===== config.mk =====
export PLATFORM = sky130hd
export DESIGN_NAME = gf180mcu_fd_sc_mcu7t5v0__tie_seq_flat
export DESIGN_NICKNAME = d
export VERILOG_FILES = /design/src/rtl/gf180mcu_fd_sc_mcu7t5v0__tie_seq_pkg.sv /design/src/rtl/gf180mcu_fd_sc_mcu7t5v0__tie_seq_if.sv /design/src/rtl/gf180mcu_fd_sc_mcu7t5v0__tie_seq_timer.sv /design/src/rtl/gf180mcu_fd_sc_mcu7t5v0__tie_seq.sv /design/src/flat_wrapper.sv
export SDC_FILE = /design/constraint.sdc
export NUM_CORES = 1
export LEC_CHECK = 0
export BUFFER_PORTS_ARGS = -buffer_cell sky130_fd_sc_hd__buf_4
export CORE_UTILIZATION = 45
export CTS_BUF_LIST = sky130_fd_sc_hd__clkbuf_8 sky130_fd_sc_hd__clkbuf_16
export CTS_CLUSTER_SIZE = 40
export DETAILED_ROUTE_END_ITERATION = 12
export HOLD_SLACK_MARGIN = 0.06
export PLACE_DENSITY_LB_ADDON = 0.1
export SKIP_LAST_GASP = 1
export SLEW_MARGIN = 10
export SYNTH_ARGS = -nofsm -noshare
export SYNTH_HDL_FRONTEND = slang
export SYNTH_SLANG_ARGS = --single-unit

===== constraint.sdc =====
create_clock -name CLK -period 3.29 [get_ports CLK]
set_clock_uncertainty 0.1 [all_clocks]
set_input_delay 0.1645 -clock CLK [delete_from_list [all_inputs] [get_ports CLK]]
set_output_delay 0.1645 -clock CLK [all_outputs]
set_load 0.05 [all_outputs]

===== src/rtl/gf180mcu_fd_sc_mcu7t5v0__tie_seq_pkg.sv =====
// Package for the sequenced tie-off bank.
// Contents:
//   state_t     - sequencer state {IDLE, UP, ON, DOWN}, 2 bits
//   clog2_min1  - counter width helper that never returns 0
//   *_MIN/*_MAX - legal parameter ranges checked at elaboration
package gf180mcu_fd_sc_mcu7t5v0__tie_seq_pkg;

    typedef enum logic [1:0] {
        IDLE = 2'd0,
        UP   = 2'd1,
        ON   = 2'd2,
        DOWN = 2'd3
    } state_t;

    localparam int NCH_MIN     = 1;
    localparam int NCH_MAX     = 32;
    localparam int STAGGER_MIN = 1;

    // Width needed to hold values 0..n-1, at least one bit so that a
    // degenerate range still yields a legal vector.
    function automatic int clog2_min1(input int n);
        if (n <= 2) begin
            return 1;
        end
        return $clog2(n);
    endfunction

endpackage


===== src/rtl/gf180mcu_fd_sc_mcu7t5v0__tie_seq_if.sv =====
// Control/status bundle of the sequenced tie-off bank.
// Signals:
//   EN    - 1 = release the bank toward TIE_VAL, 0 = return to SAFE_VAL
//   HOLD  - 1 = freeze the sequencer; EN is ignored
//   Z     - NCH registered tie outputs
//   READY - all channels released (state ON)
//   BUSY  - sequencing in progress (state UP or DOWN)
// There is no handshake: EN/HOLD are levels sampled on every rising CLK
// edge, and Z/READY/BUSY are registered levels valid after every edge.
// Modports: master drives EN/HOLD (controller side), slave is the bank.
interface gf180mcu_fd_sc_mcu7t5v0__tie_seq_if #(
    parameter int NCH = 4
);
    logic           EN;
    logic           HOLD;
    logic [NCH-1:0] Z;
    logic           READY;
    logic           BUSY;

    modport master (
        output EN,
        output HOLD,
        input  Z,
        input  READY,
        input  BUSY
    );

    modport slave (
        input  EN,
        input  HOLD,
        output Z,
        output READY,
        output BUSY
    );
endinterface


===== src/rtl/gf180mcu_fd_sc_mcu7t5v0__tie_seq_timer.sv =====
// Stagger timer: modulo-STAGGER counter pacing channel transitions.
// Ports:
//   CLK, RST - clock, asynchronous active-high reset
//   clr_i    - restart the count at 0 (ignored while hold_i is set)
//   hold_i   - freeze the count
//   tick_o   - count is at STAGGER-1 and not held: a transition is due
module gf180mcu_fd_sc_mcu7t5v0__tie_seq_timer
    import gf180mcu_fd_sc_mcu7t5v0__tie_seq_pkg::*;
#(
    parameter int STAGGER = 8
) (
    input  logic CLK,
    input  logic RST,
    input  logic clr_i,
    input  logic hold_i,
    output logic tick_o
);
    localparam int            T_W  = clog2_min1(STAGGER);
    localparam logic [T_W-1:0] LAST = T_W'(STAGGER - 1);

    logic [T_W-1:0] t_q;
    logic [T_W-1:0] t_d;

    always_ff @(posedge CLK or posedge RST) begin
        if (RST) begin
            t_q <= '0;
        end else begin
            t_q <= t_d;
        end
    end

    // The counter only wraps on the tick; with STAGGER=1 it stays at 0.
    always_comb begin
        t_d = t_q;
        if (!hold_i) begin
            if (clr_i || (t_q == LAST)) begin
                t_d = '0;
            end else begin
                t_d = t_q + T_W'(1);
            end
        end
    end

    assign tick_o = (t_q == LAST) && !hold_i;

endmodule


===== src/rtl/gf180mcu_fd_sc_mcu7t5v0__tie_seq.sv =====
// Sequenced tie-off bank. Outputs power up at SAFE_VAL; on EN they are
// released to TIE_VAL one channel at a time, STAGGER clocks apart, and
// on !EN they return to SAFE_VAL in reverse order. At most one Z bit
// changes per clock.
// Ports:
//   CLK         - clock, rising edge
//   RST         - asynchronous active-high reset (Z returns to SAFE_VAL)
//   bus         - slave side of the control/status bundle (EN, HOLD, Z,
//                 READY, BUSY)
//   dbg_state_o - current sequencer state
module gf180mcu_fd_sc_mcu7t5v0__tie_seq
    import gf180mcu_fd_sc_mcu7t5v0__tie_seq_pkg::*;
#(
    parameter int             NCH      = 4,
    parameter int             STAGGER  = 8,
    parameter logic [NCH-1:0] TIE_VAL  = {NCH{1'b1}},
    parameter logic [NCH-1:0] SAFE_VAL = {NCH{1'b0}}
) (
    input  logic                                     CLK,
    input  logic                                     RST,
    gf180mcu_fd_sc_mcu7t5v0__tie_seq_if.slave        bus,
    output state_t                                   dbg_state_o
);
    localparam int              RC_W   = clog2_min1(NCH + 1);
    localparam logic [RC_W-1:0] RC_NCH = RC_W'(NCH);

    generate
        if (NCH < NCH_MIN || NCH > NCH_MAX || STAGGER < STAGGER_MIN) begin : g_bad_param
            $error("tie_seq: NCH must be 1..32 and STAGGER >= 1");
        end
    endgenerate

    state_t          state_q, state_d;
    logic [RC_W-1:0] rc_q, rc_d;
    logic [NCH-1:0]  z_q, z_d;
    logic            ready_q;
    logic            busy_q;
    logic            clr;
    logic            tick;

    gf180mcu_fd_sc_mcu7t5v0__tie_seq_timer #(
        .STAGGER (STAGGER)
    ) u_timer (
        .CLK    (CLK),
        .RST    (RST),
        .clr_i  (clr),
        .hold_i (bus.HOLD),
        .tick_o (tick)
    );

    always_ff @(posedge CLK or posedge RST) begin
        if (RST) begin
            state_q <= IDLE;
            rc_q    <= '0;
            z_q     <= SAFE_VAL;
            ready_q <= 1'b0;
            busy_q  <= 1'b0;
        end else begin
            state_q <= state_d;
            rc_q    <= rc_d;
            z_q     <= z_d;
            ready_q <= (state_d == ON);
            busy_q  <= (state_d == UP) || (state_d == DOWN);
        end
    end

    // A direction change wins over a simultaneous tick: rc is kept and
    // the timer restarts, so the first move after a reversal is a full
    // STAGGER clocks away. The rc guards only matter when a reversal
    // happens at an end stop (e.g. UP entered from DOWN with rc=NCH).
    always_comb begin
        state_d = state_q;
        rc_d    = rc_q;
        clr     = 1'b0;
        if (!bus.HOLD) begin
            case (state_q)
                IDLE: begin
                    clr = 1'b1;
                    if (bus.EN) begin
                        state_d = UP;
                    end
                end
                UP: begin
                    if (!bus.EN) begin
                        state_d = DOWN;
                        clr     = 1'b1;
                    end else if (tick) begin
                        if (rc_q != RC_NCH) begin
                            rc_d = rc_q + RC_W'(1);
                        end
                        if (rc_d == RC_NCH) begin
                            state_d = ON;
                        end
                    end
                end
                ON: begin
                    clr = 1'b1;
                    if (!bus.EN) begin
                        state_d = DOWN;
                    end
                end
                DOWN: begin
                    if (bus.EN) begin
                        state_d = UP;
                        clr     = 1'b1;
                    end else if (tick) begin
                        if (rc_q != '0) begin
                            rc_d = rc_q - RC_W'(1);
                        end
                        if (rc_d == '0) begin
                            state_d = IDLE;
                        end
                    end
                end
                default: begin
                    state_d = IDLE;
                end
            endcase
        end

        // Channels below the released count drive TIE, the rest SAFE.
        z_d = SAFE_VAL;
        for (int i = 0; i < NCH; i++) begin
            z_d[i] = (RC_W'(i) < rc_d) ? TIE_VAL[i] : SAFE_VAL[i];
        end
    end

    assign bus.Z       = z_q;
    assign bus.READY   = ready_q;
    assign bus.BUSY    = busy_q;
    assign dbg_state_o = state_q;

endmodule

===== src/flat_wrapper.sv =====
// flat-port wrapper written by rule: the top's interface ports become plain ports
module gf180mcu_fd_sc_mcu7t5v0__tie_seq_flat import gf180mcu_fd_sc_mcu7t5v0__tie_seq_pkg::*;
#(
    parameter int             NCH      = 4,
    parameter int             STAGGER  = 8,
    parameter logic [NCH-1:0] TIE_VAL  = {NCH{1'b1}},
    parameter logic [NCH-1:0] SAFE_VAL = {NCH{1'b0}}
)
  (CLK, RST, dbg_state_o, bus_EN, bus_HOLD, bus_Z, bus_READY, bus_BUSY);
  gf180mcu_fd_sc_mcu7t5v0__tie_seq_if #(.NCH(NCH)) bus_i ();
  input  logic CLK;
  input  logic RST;
  output state_t dbg_state_o;
  input wire logic [$bits(bus_i.EN)-1:0] bus_EN;
  input wire logic [$bits(bus_i.HOLD)-1:0] bus_HOLD;
  output wire logic [$bits(bus_i.Z)-1:0] bus_Z;
  output wire logic [$bits(bus_i.READY)-1:0] bus_READY;
  output wire logic [$bits(bus_i.BUSY)-1:0] bus_BUSY;
  assign bus_i.EN = bus_EN;
  assign bus_i.HOLD = bus_HOLD;
  assign bus_Z = bus_i.Z;
  assign bus_READY = bus_i.READY;
  assign bus_BUSY = bus_i.BUSY;
  gf180mcu_fd_sc_mcu7t5v0__tie_seq #(.NCH(NCH), .STAGGER(STAGGER), .TIE_VAL(TIE_VAL), .SAFE_VAL(SAFE_VAL)) u_core (.CLK(CLK), .RST(RST), .bus(bus_i), .dbg_state_o(dbg_state_o));
endmodule

==> summary.txt <==
Synth
  – Largest cells by area after synthesis: dfrtp_1, ha_1, a21oi_1
  – Post-synth cell types: 37
  – Number of flops mapped to enable cells by yosys: 0
  – Post-synthesis async set-or-reset flop share: 100%
  – Top cells by count, synth: dfrtp_1, a21oi_1, inv_1, ha_1
  – Cell with the most instances after synthesis: dfrtp_1
  – Area leader, netlist: dfrtp_1
  – Sequential share of the synthesized area: 34.5%
  – Mapped Cells: 94
  – Mapped Area: 871 µm²
  – Ys flop type: dfrtp_1
  – YS warnings: 0
  – Syn_nets: 103
  – FF+latch count, synth: 12
  – Avg Inst Size Synth: 9.26 µm²
  – Top cell type's share of synthesized area: 34.5%

Placement
  – IO Port Bufs: 11
  – HPWL after DPL: 1220 µm
  – Gpl congestion: 0.737
  – Post-DP Area: 937 µm²
  – Dpl ws: 988 ps

STA
  – Max-slew violation count: 0
  – Clock period minus worst slack: 2310 ps
  – FMAX: 0.433 GHz
  – Setup_tns: 0 ps
  – Final worst-path cycle share: 70.3%
  – Slew Limit Headroom: 69.9%
  – Hold Violations, Final: 0
  – Final setup viols: 0
  – Worst slew pin tran: 450 ps
  – Worst Slack Setup Final: 979 ps
  – RSZ-0062 raised after global routing: false

Setup path
  – FF-to-FF Start: u_core.rc_q[0]
  – CP Cell Sequence: inv_1 > ha_1 > nor3b_1 > a2111oi_4 > a311oi_1 > and4b_1 > o21ai_2
  – CP Max Fanout: 10
  – CP peak stage delay: 490 ps
  – Startpoint Class: flop
  – Worst reg2reg endpoint: u_core.bus.Z[0]
  – Critical-path top delay cell: dfrtp_1
  – CP arrival: 2330 ps
  – WP data required: 3300 ps
  – CP Class: flop to flop
  – Crit path from: u_core.rc_q[0]
  – Reg2Reg Setup Slack: 980 ps
  – Crit path capture type: flop
  – End of the critical path: u_core.bus.Z[0]
  – Worst r2r path cells: 7

CTS
  – Root Buffer: clkbuf_8
  – Clock-pin slew on the worst setup and hold paths: 50 ps
  – CTS tree: built
  – Postcts setup bufs: 0
  – Clock Path Buffers: 2
  – Clk Latency, worst-skew pair: 240 ps
  – H-tree depth: 1
  – Num CTS Buffers: 3
  – Clock sinks: 12

Finish
  – Fin area: 1000 µm²
  – ANT cells: 0
  – P&R area growth vs syn: 15.1%
  – Share of cells above drive strength 1: 20.6%
  – Nets: 112
  – Finished Core Util: 56.8%

Drt
  – Total number of vias: 707
  – TritonRoute pass-1 iters: 4
  – Average via count per standard cell: 5.57
  – Remaining antenna violation count after routing: 0
  – Drt first-iter violations: 3
  – Post-route DRC: 0
  – Final wirelength: 1700 µm
  – Wire length per cell: 13.4 µm

Global routing
  – Busiest grt layer: met2
  – Met1 Use GR: 25.5%
  – Vias in the first global route: 655
  – Total gr overflow: 0
  – Largest net degree at the start of global routing: 14
  – All-Layer GR Usage: 19.2%
  – Met3 GRT Util: 7.14%
  – Antenna violations before repair: 0
  – GRT met2 Usage: 29.9%
  – First-pass GRT wire length: 2860 µm

Outcome
  – Status: complete, no violations

Worst hold path
  – Hold Path Origin: bus_HOLD
  – Hold Crit Class: input port to flop

Floorplanning
  – Die height: 46.0 µm
  – Row cnt: 15
  – Die Area: 2120 µm²
  – Core area: 1760 µm²
  – Die X-Extent: 46.0 µm
  – Initial Utilization: 49.4%
  – Num ports: 12

Pwr
  – Worst vdd ir: 395 µV
  – P_leak: 0.430 nW
  – Pwr Density: 762 nW/µm²

Flow run
  – Max-cap viol count: 0
## critical path: cells and delay by family (launching register included)
family,cells,cell delay (ps)
AOI/OAI and AO/OA,3,500
adders and majority gates,1,300
buffers and inverters,1,170
DFF,1,490
and+or+nand+nor,2,630
## power breakdown
group | internal, W | switching (W)
logic | 0.000138 | 0.000225
clock network | 0.000106 | 0.0000527
registers | 0.000192 | 0.0000514
total | 0.000435 | 0.000329
## metal layers
metal | wire, µm | vias to the layer above
met5 | 0 | -
met4 | 14 | 0
met3 | 91 | 3
met2 | 794 | 23
met1 | 800 | 325
li1 | - | 356
## how the worst min path moves through the flow
stage,end,cells past startpoint
final,u_core.u_timer.t_q[2],2
after global routing,u_core.u_timer.t_q[2],2
after CTS,u_core.u_timer.t_q[2],2
after detailed placement,u_core.bus.Z[0],2
after global placement,u_core.rc_q[0],2
after floorplan,asynchronous set/reset pin,1
## area by class of cell
cell class / instances / area (µm²)
Timing Repair Buffer: 12 / 92.6
Sequential cell: 12 / 300
Clock buffer: 4 / 55.1
Inverter: 7 / 26.3
Multi-Input combinational cell: 67 / 497
Tap cell: 25 / 31.3
Fill cell: 168 / 762
## metrics by stage
step                      hold slack (ps)  std cells  power (W)
after floorplan                     -70.8         94   0.000533
after global placement               92.4        122   0.000603
after detailed placement              104        122   0.000607
after CTS                             125        127   0.000771
after global routing                  129        127   0.000818
final                                 130        127   0.000764
## what timing repair did
action	in CTS	in global routing
gates resized for setup	0	0
hold buffers	1	0
endpoints found under the hold margin	12	0
## registers in the layout (all words and copies together) (netlist names), named ones only
register and cells:
u_core.bus.READY 1, u_core.u_timer.t_q 3, u_core.bus.Z 3, u_core.bus.BUSY 1
u_core.rc_q 3
## layout by cell type, fill, tap and decap left out, types with 2 or more instances in the layout
master | synthesis | layout
ha_1 | 5 | 5
nand2b_1 | 2 | 2
o21ai_0 | 4 | 4
nor3_1 | 4 | 4
inv_1 | 7 | 7
nor2_1 | 4 | 4
mux2i_1 | 3 | 3
a22o_1 | 3 | 3
nand3b_1 | 3 | 3
a21oi_1 | 7 | 7
buf_4 | 2 | 11
dfrtp_1 | 12 | 12
nor2b_1 | 4 | 4
nand3_1 | 4 | 4
nor3b_1 | 2 | 2
clkbuf_8 | 0 | 4
nand2_1 | 4 | 4
## kinds of logic (layout without fill, tap and decap cells)
logic type               after synthesis  count (layout)  share of synthesized area, %
AND/OR/NAND/NOR                       31              31                          21.3
AO/OA/AOI/OAI                         26              26                          22.8
buffers and inverters                 15              23                          8.48
flip-flops                            12              12                          34.5
adder cells (fa/ha/maj)                5               5                          7.18
multiplexers                           4               4                          4.74
XOR/XNOR                               1               1                          1.01
(Power assumes the default switching activity.)
